$ cat config.mk
export PLATFORM = sky130hd
export DESIGN_NAME = pc_unit
export DESIGN_NICKNAME = d
export VERILOG_FILES = /design/src/rtl/pc_unit.sv
export SDC_FILE = /design/constraint.sdc
export NUM_CORES = 1
export LEC_CHECK = 0
export ABC_AREA = 1
export BUFFER_PORTS_ARGS = -buffer_cell sky130_fd_sc_hd__buf_2
export CAP_MARGIN = 20
export CORE_UTILIZATION = 50
export CTS_BUF_LIST = sky130_fd_sc_hd__clkbuf_2
export CTS_CLUSTER_SIZE = 40
export DETAILED_ROUTE_END_ITERATION = 6
export PLACE_DENSITY = 0.89
export SLEW_MARGIN = 10
export SYNTH_ARGS = -nofsm -noshare
export SYNTH_HDL_FRONTEND = slang
export SYNTH_SLANG_ARGS = --single-unit
$ cat constraint.sdc
create_clock -name clk -period 1.8 [get_ports clk]
set_input_delay 0 -clock clk [delete_from_list [all_inputs] [get_ports clk]]
set_output_delay 0 -clock clk [all_outputs]
set_load 0.03 [all_outputs]
$ cat src/rtl/pc_unit.sv
// Purpose : Hack program counter with jump resolution, registered ALU flags and an
//           optional self-jump halt detector (enabled by macro PC_UNIT_HALT_DETECT_EN).
// Latency : 1 cycle; pc/flags/jump_taken reflect an accepted instruction the next cycle.
// Backpr. : stall freezes all state; valid_in low or HALTED state also hold every output.
module pc_unit #(
  parameter int HALT_COUNT = 4
) (
  input  logic        clk,
  input  logic        reset,
  input  logic        valid_in,
  input  logic        stall,
  input  logic        is_c_instr,
  input  logic [2:0]  jump_bits,
  input  logic [15:0] alu_out,
  input  logic [15:0] a_reg,
  output logic [15:0] pc,
  output logic        jump_taken,
  output logic        zr,
  output logic        ng,
  output logic        halted
);

  typedef enum logic {
    RUN    = 1'b0,
    HALTED = 1'b1
  } state_t;

  // The counter is 4 bits wide, so only 1..15 is a reachable halt threshold.
  if (HALT_COUNT < 1 || HALT_COUNT > 15) begin : g_halt_count_range
    $error("pc_unit: HALT_COUNT must be in 1..15");
  end

  state_t state;
  state_t state_nxt;

  logic zero;
  logic neg;
  logic cond;
  logic accept;

  // Flags of the current ALU result and the Hack jump condition.
  always_comb begin
    zero   = (alu_out == 16'h0000);
    neg    = alu_out[15];
    cond   = is_c_instr & ((jump_bits[2] & neg) |
                           (jump_bits[1] & zero) |
                           (jump_bits[0] & ~neg & ~zero));
    accept = valid_in & ~stall & (state == RUN);
  end

`ifdef PC_UNIT_HALT_DETECT_EN
  localparam logic [3:0] HALT_LIMIT = 4'(HALT_COUNT);

  logic [3:0] halt_cnt;
  logic [3:0] halt_cnt_nxt;

  // Count back-to-back taken jumps onto the current pc; reaching the limit halts.
  always_comb begin
    state_nxt    = state;
    halt_cnt_nxt = halt_cnt;
    if (accept) begin
      if (cond && (a_reg == pc)) begin
        halt_cnt_nxt = halt_cnt + 4'd1;
        if (halt_cnt_nxt == HALT_LIMIT) begin
          state_nxt = HALTED;
        end
      end else begin
        halt_cnt_nxt = 4'd0;
      end
    end
  end

  // State register and self-jump counter.
  always_ff @(posedge clk) begin
    if (reset) begin
      state    <= RUN;
      halt_cnt <= 4'd0;
    end else begin
      state    <= state_nxt;
      halt_cnt <= halt_cnt_nxt;
    end
  end

  assign halted = (state == HALTED);
`else
  // Without the halt detector the machine never leaves RUN.
  always_comb begin
    state_nxt = RUN;
  end

  // State register (held at RUN).
  always_ff @(posedge clk) begin
    if (reset) begin
      state <= RUN;
    end else begin
      state <= state_nxt;
    end
  end

  assign halted = 1'b0;
`endif

  // Program counter, jump indication and flag registers; update only on accept.
  always_ff @(posedge clk) begin
    if (reset) begin
      pc         <= 16'h0000;
      jump_taken <= 1'b0;
      zr         <= 1'b0;
      ng         <= 1'b0;
    end else if (accept) begin
      pc         <= cond ? a_reg : (pc + 16'h0001);
      jump_taken <= cond;
      zr         <= zero;
      ng         <= neg;
    end
  end

endmodule
==> flow_metrics.py, run 1 <==
metrics = {
    "synthesis": {
        "synth_cells": 220,
        "async_flop_share": 0,
        "ys_seq_area_frac": 0.250,
        "yosysTopAreaCell": "dfxtp_1",
        "syn_nets": 261,
        "synth_top_area_frac": 0.250,
        "avgSynthCellArea_um2": 6.92,
        "ys_seq_elements": 19,
        "ys_types": 27,
        "synth_area_um2": 1520,
        "synth-edff-count": 0,
        "synth-main-ff-cell": "dfxtp_1",
        "synthTopCellsByArea": "dfxtp_1 25%, nand3_1 9.9%, nand2_1 9.4%",
        "synth_common_cells": "38 x nand2_1, 30 x nand3_1, 29 x inv_1",
        "ys_warn_count": 0,
        "synth_most_common_cell": "nand2_1",
    },
    "floorplan": {
        "die_w_um": 57.2,
        "die_y_um": 57.2,
        "dieArea_um2": 3270,
        "core_area_um2": 2830,
        "initial_core_util": 0.538,
        "num_rows": 19,
        "pin_count": 60,
    },
    "sta": {
        "report.final.setup_viol": 0,
        "layout_setup_ws_ns": 0.179,
        "drv_slew": 0,
        "fmax_mhz": 617,
        "skew_ns": 0.0181,
        "hold_ws_ns": -0.00301,
        "finalHoldViolCount": 1,
        "period_needed_ns": 1.62,
        "finalCritPeriodShare": 0.901,
        "final.setup.tns_ns": 0,
        "rsz0062_at_grt": "false",
    },
    "routing": {
        "via_count": 1542,
        "drtPass1Iterations": 6,
        "drc": 4,
        "wl_per_cell_um": 11.6,
        "vias_per_cell": 5.04,
        "ant_nets": 0,
        "drt-initial-drc-count": 44,
        "drt_wl_total_um": 3560,
    },
    "cells_and_area": {
        "fin_util": 0.634,
        "post_route_cells_drive_above_1_share": 0.375,
        "register_area_um2": 380,
        "multi_input_area_um2": 923,
        "diodes": 0,
        "nNetsFinal": 317,
        "area_growth_pct": 17.7,
        "fillers": 251,
    },
    "min_path": {
        "holdCritPathClass": "in2reg",
    },
    "status": {
        "run_status": "finished with violations",
        "violations": "DRC, hold timing",
    },
    "global_routing": {
        "grt_pass1_vias": 1409,
        "grt_pass1_wl_um": 6000,
        "grt_max_degree": 22,
        "antenna_found_initial": 0,
        "grt_overflow_total": 0,
        "grt_usage": 0.236,
    },
    "worst_setup_path": {
        "worstSetupEndpointType": "register",
        "reg2reg_slack_ns": 0.22,
        "worstPathArrival_ns": 1.87,
        "cp-start-kind": "input port",
        "critPathKind": "in2reg",
        "cp_max_fo": 17,
        "r2r-end": "pc[14]$_SDFFE_PP0P_",
        "critPathRequiredTime_ns": 2.05,
        "timing.rr.start": "pc[0]$_SDFFE_PP0P_",
        "endpoint": "pc[1]$_SDFFE_PP0P_",
        "startpoint": "alu_out[15]",
        "reg2reg_depth": 10,
    },
    "clock_tree": {
        "hold_buffers": 2,
        "cts_max_level": 1,
        "clk_path_buf_depth": 2,
        "clkLatencyLatePin_ns": 0.34,
        "post_cts_buffers": 0,
        "cts_resized": 0,
        "cts_sinks": 19,
        "cts_tree": "built",
        "cts_root_buffer": "clkbuf_2",
        "cts_buffers": 3,
        "cts.clk_slew.worst_paths_ns": 0.20,
    },
    "placement": {
        "dp_slack_ns": 0.259,
        "gp_congestion": 0.855,
        "port_buffers": 58,
        "hpwl_um": 2580,
    },
    "power": {
        "power.internal_mw": 0.584,
        "switching_share": 0.360,
        "p_clk_frac": 0.216,
        "p_per_area_nw_per_um2": 509,
        "p_leak_nw": 0.846,
        "p_sw_mw": 0.328,
        "irDropWorstVdd_mv": 0.384,
        "power_mw": 0.912,
        "seqPwrFrac": 0.504,
        "combPwrFrac": 0.280,
    },
    "job": {
        "maxCapViolations": 0,
    },
}
-- registers in the layout, summed over array words and instances, names as in the netlist --
signal	flops
pc	16
jump_taken	1
ng	1
zr	1
-- through the flow --
stage | std cells | hold WS [ns] | instance area (um2)
after global routing | 306 | 0.00162 | 1790
after CTS | 306 | 0.00908 | 1790
after floorplan | 220 | 0.135 | 1520
after global placement | 300 | 0.289 | 1750
final | 306 | -0.00301 | 1790
after detailed placement | 300 | 0.309 | 1750
-- how the worst min path moves through the flow --
stage | startpoint | to | slack [ns] | depth (start not counted)
after floorplan | alu_out[15] | ng$_SDFFE_PP0P_ | 0.13 | 2
after global placement | alu_out[15] | ng$_SDFFE_PP0P_ | 0.29 | 3
after detailed placement | alu_out[15] | ng$_SDFFE_PP0P_ | 0.31 | 3
after CTS | a_reg[12] | pc[12]$_SDFFE_PP0P_ | 0.009 | 5
after global routing | a_reg[11] | pc[11]$_SDFFE_PP0P_ | 0.002 | 5
final | a_reg[12] | pc[12]$_SDFFE_PP0P_ | -0.003 | 5
-- logic make-up (layout without fill, tap and decap cells) --
kind of cell             Yosys count  in the layout  synth area share
buffers and inverters             40             95             0.144
XOR/XNOR                          13             13            0.0748
flip-flops                        19             19             0.250
AO/OA/AOI/OAI                     21             21            0.0887
AND/OR/NAND/NOR                  125            125             0.432
other                              1              1           0.00246
adder cells (fa/ha/maj)            1              1           0.00822
-- metal layers --
layer,GRT usage,vias up,wire [um]
met5,0,-,0
met4,0.0906,0,108
met3,0.0544,15,217
met2,0.418,59,1720
met1,0.275,663,1510
li1,-,805,-
-- placed cells by master, fill, tap and decap left out --
master	n
a21oi_1	10
a21oi_2	8
buf_2	58
buf_4	1
clkbuf_2	3
clkinv_1	1
clkinv_2	1
conb_1	1
dfxtp_1	19
dlygate4sd3_1	2
ha_1	1
inv_1	29
nand2_1	38
nand2_2	15
nand2_4	1
nand3_1	30
nand3_2	11
nand3_4	1
nand4_1	1
nor2_1	23
nor2_2	2
nor2_4	2
nor3_1	1
o21ai_0	3
xnor2_1	5
xor2_1	8
-- area by class of cell --
cell class	count	share of cell area
Clock buffer	3	0.00837
Clock inverter	1	0.00279
Inverter	30	0.0628
Multi-Input combinational cell	161	0.515
Sequential cell	19	0.212
Tap cell	31	0.0216
Timing Repair Buffer	61	0.177
-- power by group through the flow --
stage	registers [mW]	clock network, mW	logic, mW
finish	0.460	0.197	0.256
global placement	0.467	0	0.246
CTS	0.459	0.196	0.256
global route	0.463	0.220	0.281
detailed placement	0.468	0	0.252
floorplan	0.502	0	0.153
-- worst max-delay path, cell delays in order --
cell	delay, ns
dlygate4sd3_1	0.53
buf_2	0.15
nor2_2	0.11
nand2_2	0.06
nor2_4	0.14
nand2_2	0.07
nand2_2	0.08
nand3_4	0.20
nand2_4	0.29
nand2_1	0.09
nand3_1	0.08
a21oi_1	0.06
Note: power is estimated with default switching activity, not from simulation.
==> run 2, diff against run 1 <==
CAP_MARGIN = unset   (was 20)
PLACE_DENSITY = 0.82   (was 0.89)
clock period = 2.1 ns   (was 1.8 ns; I/O delays follow)
==> run 2 against run 1 <==
Against the previous run: the run ends with DRC left; cell area unchanged; clock power is 11% lower; clock-buffer cell count rose by 1; sequential power decreased by 14%; register-to-register slack better by 0.31 ns; hold slack improved by 0.015 ns; via count shrank 1.5%; final cell count stayed put; global-route usage is 0.86 points lower; critical path type unchanged; highest routed layer unchanged.
==> flow_metrics.py, run 2 (synthesis gave the netlist of run 1 again) <==
metrics = {
    "sta": {
        "fmax_mhz": 601,
        "report.final.setup_viol": 0,
        "drv_slew": 0,
        "period_needed_ns": 1.66,
        "skew_ns": 0.0128,
        "finalCritPeriodShare": 0.792,
        "finalHoldViolCount": 0,
        "final.setup.tns_ns": 0,
        "rsz0062_at_grt": "false",
    },
    "status": {
        "violations": "DRC",
        "run_status": "finished with violations",
    },
    "cells_and_area": {
        "final_common_cell": "buf_2",
        "fin_util": 0.634,
        "post_route_cells_drive_above_1_share": 0.375,
        "area_growth_pct": 17.7,
        "fillers": 271,
        "final_cell_mix": "58 x buf_2, 38 x nand2_1, 30 x nand3_1",
        "regMostFlops": "pc",
        "largest_reg_flops": 16,
        "diodes": 0,
        "nNetsFinal": 317,
    },
    "worst_setup_path": {
        "worstPathArrival_ns": 1.89,
        "cp-start-kind": "input port",
        "critPathRequiredTime_ns": 2.32,
        "cp_max_fo": 17,
        "critPathKind": "in2reg",
        "worstSetupEndpointType": "register",
    },
    "global_routing": {
        "grt_usage": 0.227,
        "grt_max_degree": 22,
        "grt_overflow_total": 0,
        "grt_pass1_wl_um": 5830,
        "grt_pass1_vias": 1379,
        "antenna_found_initial": 0,
    },
    "clock_tree": {
        "cts_root_buffer": "clkbuf_2",
        "cts.clk_slew.worst_paths_ns": 0.20,
        "clkLatencyLatePin_ns": 0.34,
        "cts_buffers": 3,
        "clk_path_buf_depth": 2,
        "cts_tree": "built",
        "cts_resized": 0,
        "cts_max_level": 1,
        "cts_sinks": 19,
    },
    "floorplan": {
        "core_area_um2": 2830,
        "initial_core_util": 0.538,
        "dieArea_um2": 3270,
        "num_rows": 19,
        "pin_count": 60,
        "die_w_um": 57.2,
        "die_y_um": 57.2,
    },
    "placement": {
        "port_buffers": 58,
        "gp_congestion": 0.868,
        "hpwl_um": 2480,
    },
    "power": {
        "p_per_area_nw_per_um2": 439,
        "p_leak_nw": 0.846,
        "irDropWorstVdd_mv": 0.301,
    },
    "min_path": {
        "holdCritPathClass": "in2reg",
    },
    "job": {
        "maxCapViolations": 0,
    },
    "routing": {
        "drt_wl_total_um": 3390,
        "drt-initial-drc-count": 45,
        "ant_nets": 0,
        "vias_per_cell": 4.96,
        "drtPass1Iterations": 6,
        "wl_per_cell_um": 11.1,
        "drc": 3,
        "via_count": 1519,
    },
}
[run 2: cell count changes in the layout (fill, tap and decap cells not counted)]
cell | before | now
clkbuf_2 | 3 | 4
clkinv_2 | 1 | 0
[run 2: layer usage]
metal | global-route usage | vias up | part of all wire
li1 | - | 800 | -
met1 | 0.263 | 663 | 0.44
met2 | 0.420 | 49 | 0.48
met3 | 0.0476 | 7 | 0.059
met4 | 0.0627 | 0 | 0.012
met5 | 0 | - | 0
[run 2: repair_timing]
item	4_1_cts	5_1_grt
buffers inserted	0	0
hold buffers	2	0
hold endpoints to repair	2	0
[run 2: power by group]
group          internal [mW]  switching (mW)  total, mW
Sequential             0.377          0.0172      0.394
Clock                 0.0504           0.125      0.175
Combinational         0.0810           0.137      0.218
Total                  0.508           0.279      0.787
[run 2: path summary, 6_finish.rpt]
path,start,endpoint,slack (ns),cells after the start
worst min register to register,pc[15]$_SDFFE_PP0P_,pc[15]$_SDFFE_PP0P_,0.51,2
worst min-delay path,a_reg[8],pc[8]$_SDFFE_PP0P_,0.01,5
worst max register to register,pc[1]$_SDFFE_PP0P_,pc[14]$_SDFFE_PP0P_,0.53,10
worst max-delay path,alu_out[15],pc[12]$_SDFFE_PP0P_,0.44,12
[run 2: layout make-up]
| class | instances | area (um2) | share of cell area |
|---|---|---|---|
| sequential | 19 | 380 | 0.212 |
| timing repair buffer | 61 | 318 | 0.177 |
| clock buffer | 4 | 20.0 | 0.0112 |
| tap | 31 | 38.8 | 0.0216 |
| inverter | 30 | 113 | 0.0628 |
| multi-input combinational | 161 | 923 | 0.515 |
[run 2: critical path, cell delays in order]
cell and delay (ns):
dlygate4sd3_1 0.54, buf_2 0.15, nor2_2 0.14, nand2_2 0.08, nor2_4 0.13, nand2_2 0.07
nand2_2 0.07, nand3_4 0.19, nand2_4 0.28, nand2_1 0.09, nand3_1 0.07, a21oi_1 0.07
[run 2: stage by stage]
stage          setup slack (ns)  cells  hold slack (ns)  power, mW  area, um2
4_1_cts                   0.501    306          0.00118      0.793       1790
6_report                  0.436    306           0.0117      0.787       1790
3_5_place_dp              0.545    300            0.310      0.616       1750
2_1_floorplan             0.461    220            0.135      0.561       1520
5_1_grt                   0.321    306          0.00995      0.835       1790
3_3_place_gp              0.636    300            0.303      0.611       1750
==> run 3, diff against run 2 <==
ABC_AREA = 0   (was 1)
CORE_UTILIZATION = 42   (was 50)
PLACE_DENSITY = 0.77   (was 0.82)
clock period = 1.5 ns   (was 2.1 ns; I/O delays follow)
==> run 3 against run 2 <==
Against the previous run: the flow finishes with violations (setup timing); sequential cell count unchanged; hold slack better by 0.013 ns; sequential share of layout area down 1.3 points.
==> flow_metrics.py, run 3 <==
metrics = {
    "worst_setup_path": {
        "startpoint": "pc[0]$_SDFFE_PP0P_",
        "cp_max_fo": 3,
        "reg2reg_slack_ns": -0.13,
        "critPathKind": "reg2reg",
        "cp-start-kind": "register",
        "timing.rr.start": "pc[0]$_SDFFE_PP0P_",
        "worstSetupEndpointType": "register",
        "reg2reg_depth": 5,
        "worstPathArrival_ns": 1.90,
        "endpoint": "pc[11]$_SDFFE_PP0P_",
        "critPathRequiredTime_ns": 1.76,
        "r2r-end": "pc[11]$_SDFFE_PP0P_",
    },
    "synthesis": {
        "synth_top_family_by_area": "simple AND/OR/NAND/NOR gates",
        "yosysTopAreaCell": "dfxtp_1",
        "synth_xor_area_frac": 0,
        "synth-edff-count": 0,
        "async_flop_share": 0,
        "ys_warn_count": 0,
        "ys_seq_elements": 19,
        "syn_nets": 196,
        "synth_most_common_cell": "dfxtp_1",
        "ys_types": 40,
        "synth_common_cells": "19 x dfxtp_1, 15 x nand2_1, 14 x nand3_1",
        "synth_top_area_frac": 0.315,
        "synth_cells": 155,
        "synth_area_um2": 1210,
        "synthTopCellsByArea": "dfxtp_1 32%, mux2i_1 6.6%, nand3_1 5.8%",
        "synth_compound_area_frac": 0.210,
        "synth.mux.area_fraction": 0.0757,
        "synthAdderAreaFrac": 0.0104,
        "ys_seq_area_frac": 0.315,
        "avgSynthCellArea_um2": 7.78,
        "synth-main-ff-cell": "dfxtp_1",
        "yosys.area_share.simple": 0.332,
    },
    "routing": {
        "drt-initial-drc-count": 46,
        "ant_nets": 0,
        "via_count": 1614,
        "drt_wl_total_um": 4280,
        "wl_per_cell_um": 15.0,
        "top_layer": "met4",
        "drc": 0,
        "vias_per_cell": 5.64,
        "route.met3.wl_um": 302,
        "drtPass1Iterations": 4,
        "dr_wl_met2_um": 2170,
        "wl_met1_um": 1750,
    },
    "clock_tree": {
        "cts_root_buffer": "clkbuf_2",
        "clkLatencyLatePin_ns": 0.32,
        "cts_max_level": 1,
        "cts_tree": "built",
        "clk_path_buf_depth": 2,
        "cts_sinks": 19,
        "cts.clk_slew.worst_paths_ns": 0.20,
        "cts_buffers": 3,
    },
    "global_routing": {
        "grt_usage": 0.250,
        "grt_pass1_wl_um": 6220,
        "grt_max_degree": 21,
        "grt_pass1_vias": 1474,
        "grt_overflow_total": 0,
        "antenna_found_initial": 0,
    },
    "power": {
        "p_leak_nw": 0.919,
        "irDropWorstVdd_mv": 0.545,
        "power_mw": 1.11,
        "p_per_area_nw_per_um2": 545,
    },
    "min_path": {
        "holdCritPathClass": "in2reg",
    },
    "floorplan": {
        "die_y_um": 55.6,
        "num_rows": 19,
        "dieArea_um2": 3090,
        "pin_count": 60,
        "core_area_um2": 2730,
        "die_w_um": 55.6,
        "initial_core_util": 0.441,
    },
    "sta": {
        "skew_ns": 0.00407,
        "report.final.setup_viol": 5,
        "layout_setup_ws_ns": -0.134,
        "finalCritPeriodShare": 1.09,
        "period_needed_ns": 1.63,
        "final.setup.tns_ns": -0.444,
        "drv_slew": 0,
        "rsz0062_at_grt": "true",
        "finalHoldViolCount": 0,
        "fmax_mhz": 612,
    },
    "placement": {
        "gp_congestion": 0.796,
        "dp_slack_ns": -0.201,
        "hpwl_um": 2740,
        "place_area_um2": 1760,
        "port_buffers": 58,
    },
    "status": {
        "violations": "setup timing",
        "run_status": "finished with violations",
    },
    "cells_and_area": {
        "register_area_um2": 405,
        "final_common_cell": "buf_2",
        "post_route_cells_drive_above_1_share": 0.506,
        "diodes": 0,
        "fillers": 214,
        "multi_input_area_um2": 868,
        "regMostFlops": "pc",
        "area_growth_pct": 69.0,
        "largest_reg_flops": 16,
        "nNetsFinal": 297,
        "final_cell_mix": "58 x buf_2, 34 x buf_4, 15 x nand2_1",
        "fin_area_um2": 2040,
    },
    "job": {
        "maxCapViolations": 0,
    },
}
## run 3: critical path: stages, from the launching register on
cell and delay, ns:
dfxtp_4 0.41, and4_4 0.25, nand4_4 0.10, or3b_1 0.37, or3_1 0.31, a31oi_1 0.13
## run 3: cell families after synthesis
logic type	count (synthesis)
AND/OR/NAND/NOR	73
AO/OA/AOI/OAI	37
buffers and inverters	15
adder cells (fa/ha/maj)	1
multiplexers	9
other	1
flip-flops	19
## run 3: layout make-up
| type | instances | area share |
|---|---|---|
| Multi-Input combinational cell | 121 | 0.426 |
| Timing Repair Buffer | 106 | 0.337 |
| Sequential cell | 19 | 0.199 |
| Tap cell | 31 | 0.0190 |
| Inverter | 5 | 0.00921 |
| Clock buffer | 4 | 0.00982 |
## run 3: per-layer routing
| metal | vias to the layer above | track usage |
|---|---|---|
| met5 | - | 0 |
| met4 | 0 | 0.0750 |
| met3 | 9 | 0.0349 |
| met2 | 79 | 0.435 |
| met1 | 740 | 0.320 |
| li1 | 786 | - |
## run 3: worst min path at each step
stage          cells past startpoint                  to         from
2_1_floorplan                      2     ng$_SDFFE_PP0P_  alu_out[15]
3_3_place_gp                       3  pc[1]$_SDFFE_PP0P_     a_reg[1]
3_5_place_dp                       3  pc[1]$_SDFFE_PP0P_     a_reg[1]
4_1_cts                            3  pc[8]$_SDFFE_PP0P_     a_reg[8]
5_1_grt                            4     ng$_SDFFE_PP0P_  alu_out[15]
6_report                           3  pc[8]$_SDFFE_PP0P_     a_reg[8]
## run 3: power by group
group | switching [mW] | internal, mW | leakage, nW | total (mW)
clock network | 0.175 | 0.0706 | 0.0166 | 0.246
registers | 0.0211 | 0.524 | 0.161 | 0.545
logic | 0.167 | 0.152 | 0.741 | 0.320
## run 3: stage by stage
stage | cells | hold slack (ns) | util
floorplan | 155 | 0.136 | -
global placement | 264 | 0.274 | 0.644
detailed placement | 264 | 0.273 | 0.644
CTS | 282 | 0.0230 | 0.703
global route | 286 | 0.0223 | 0.746
finish | 286 | 0.0247 | 0.746
## run 3: timing repair
action                     4_1_cts  5_1_grt
setup endpoints to repair        6        7
pin swaps                        3       13
buffers inserted                 1        4
gates resized for setup          3       17
hold endpoints to repair        13        0
hold buffers                    13        0
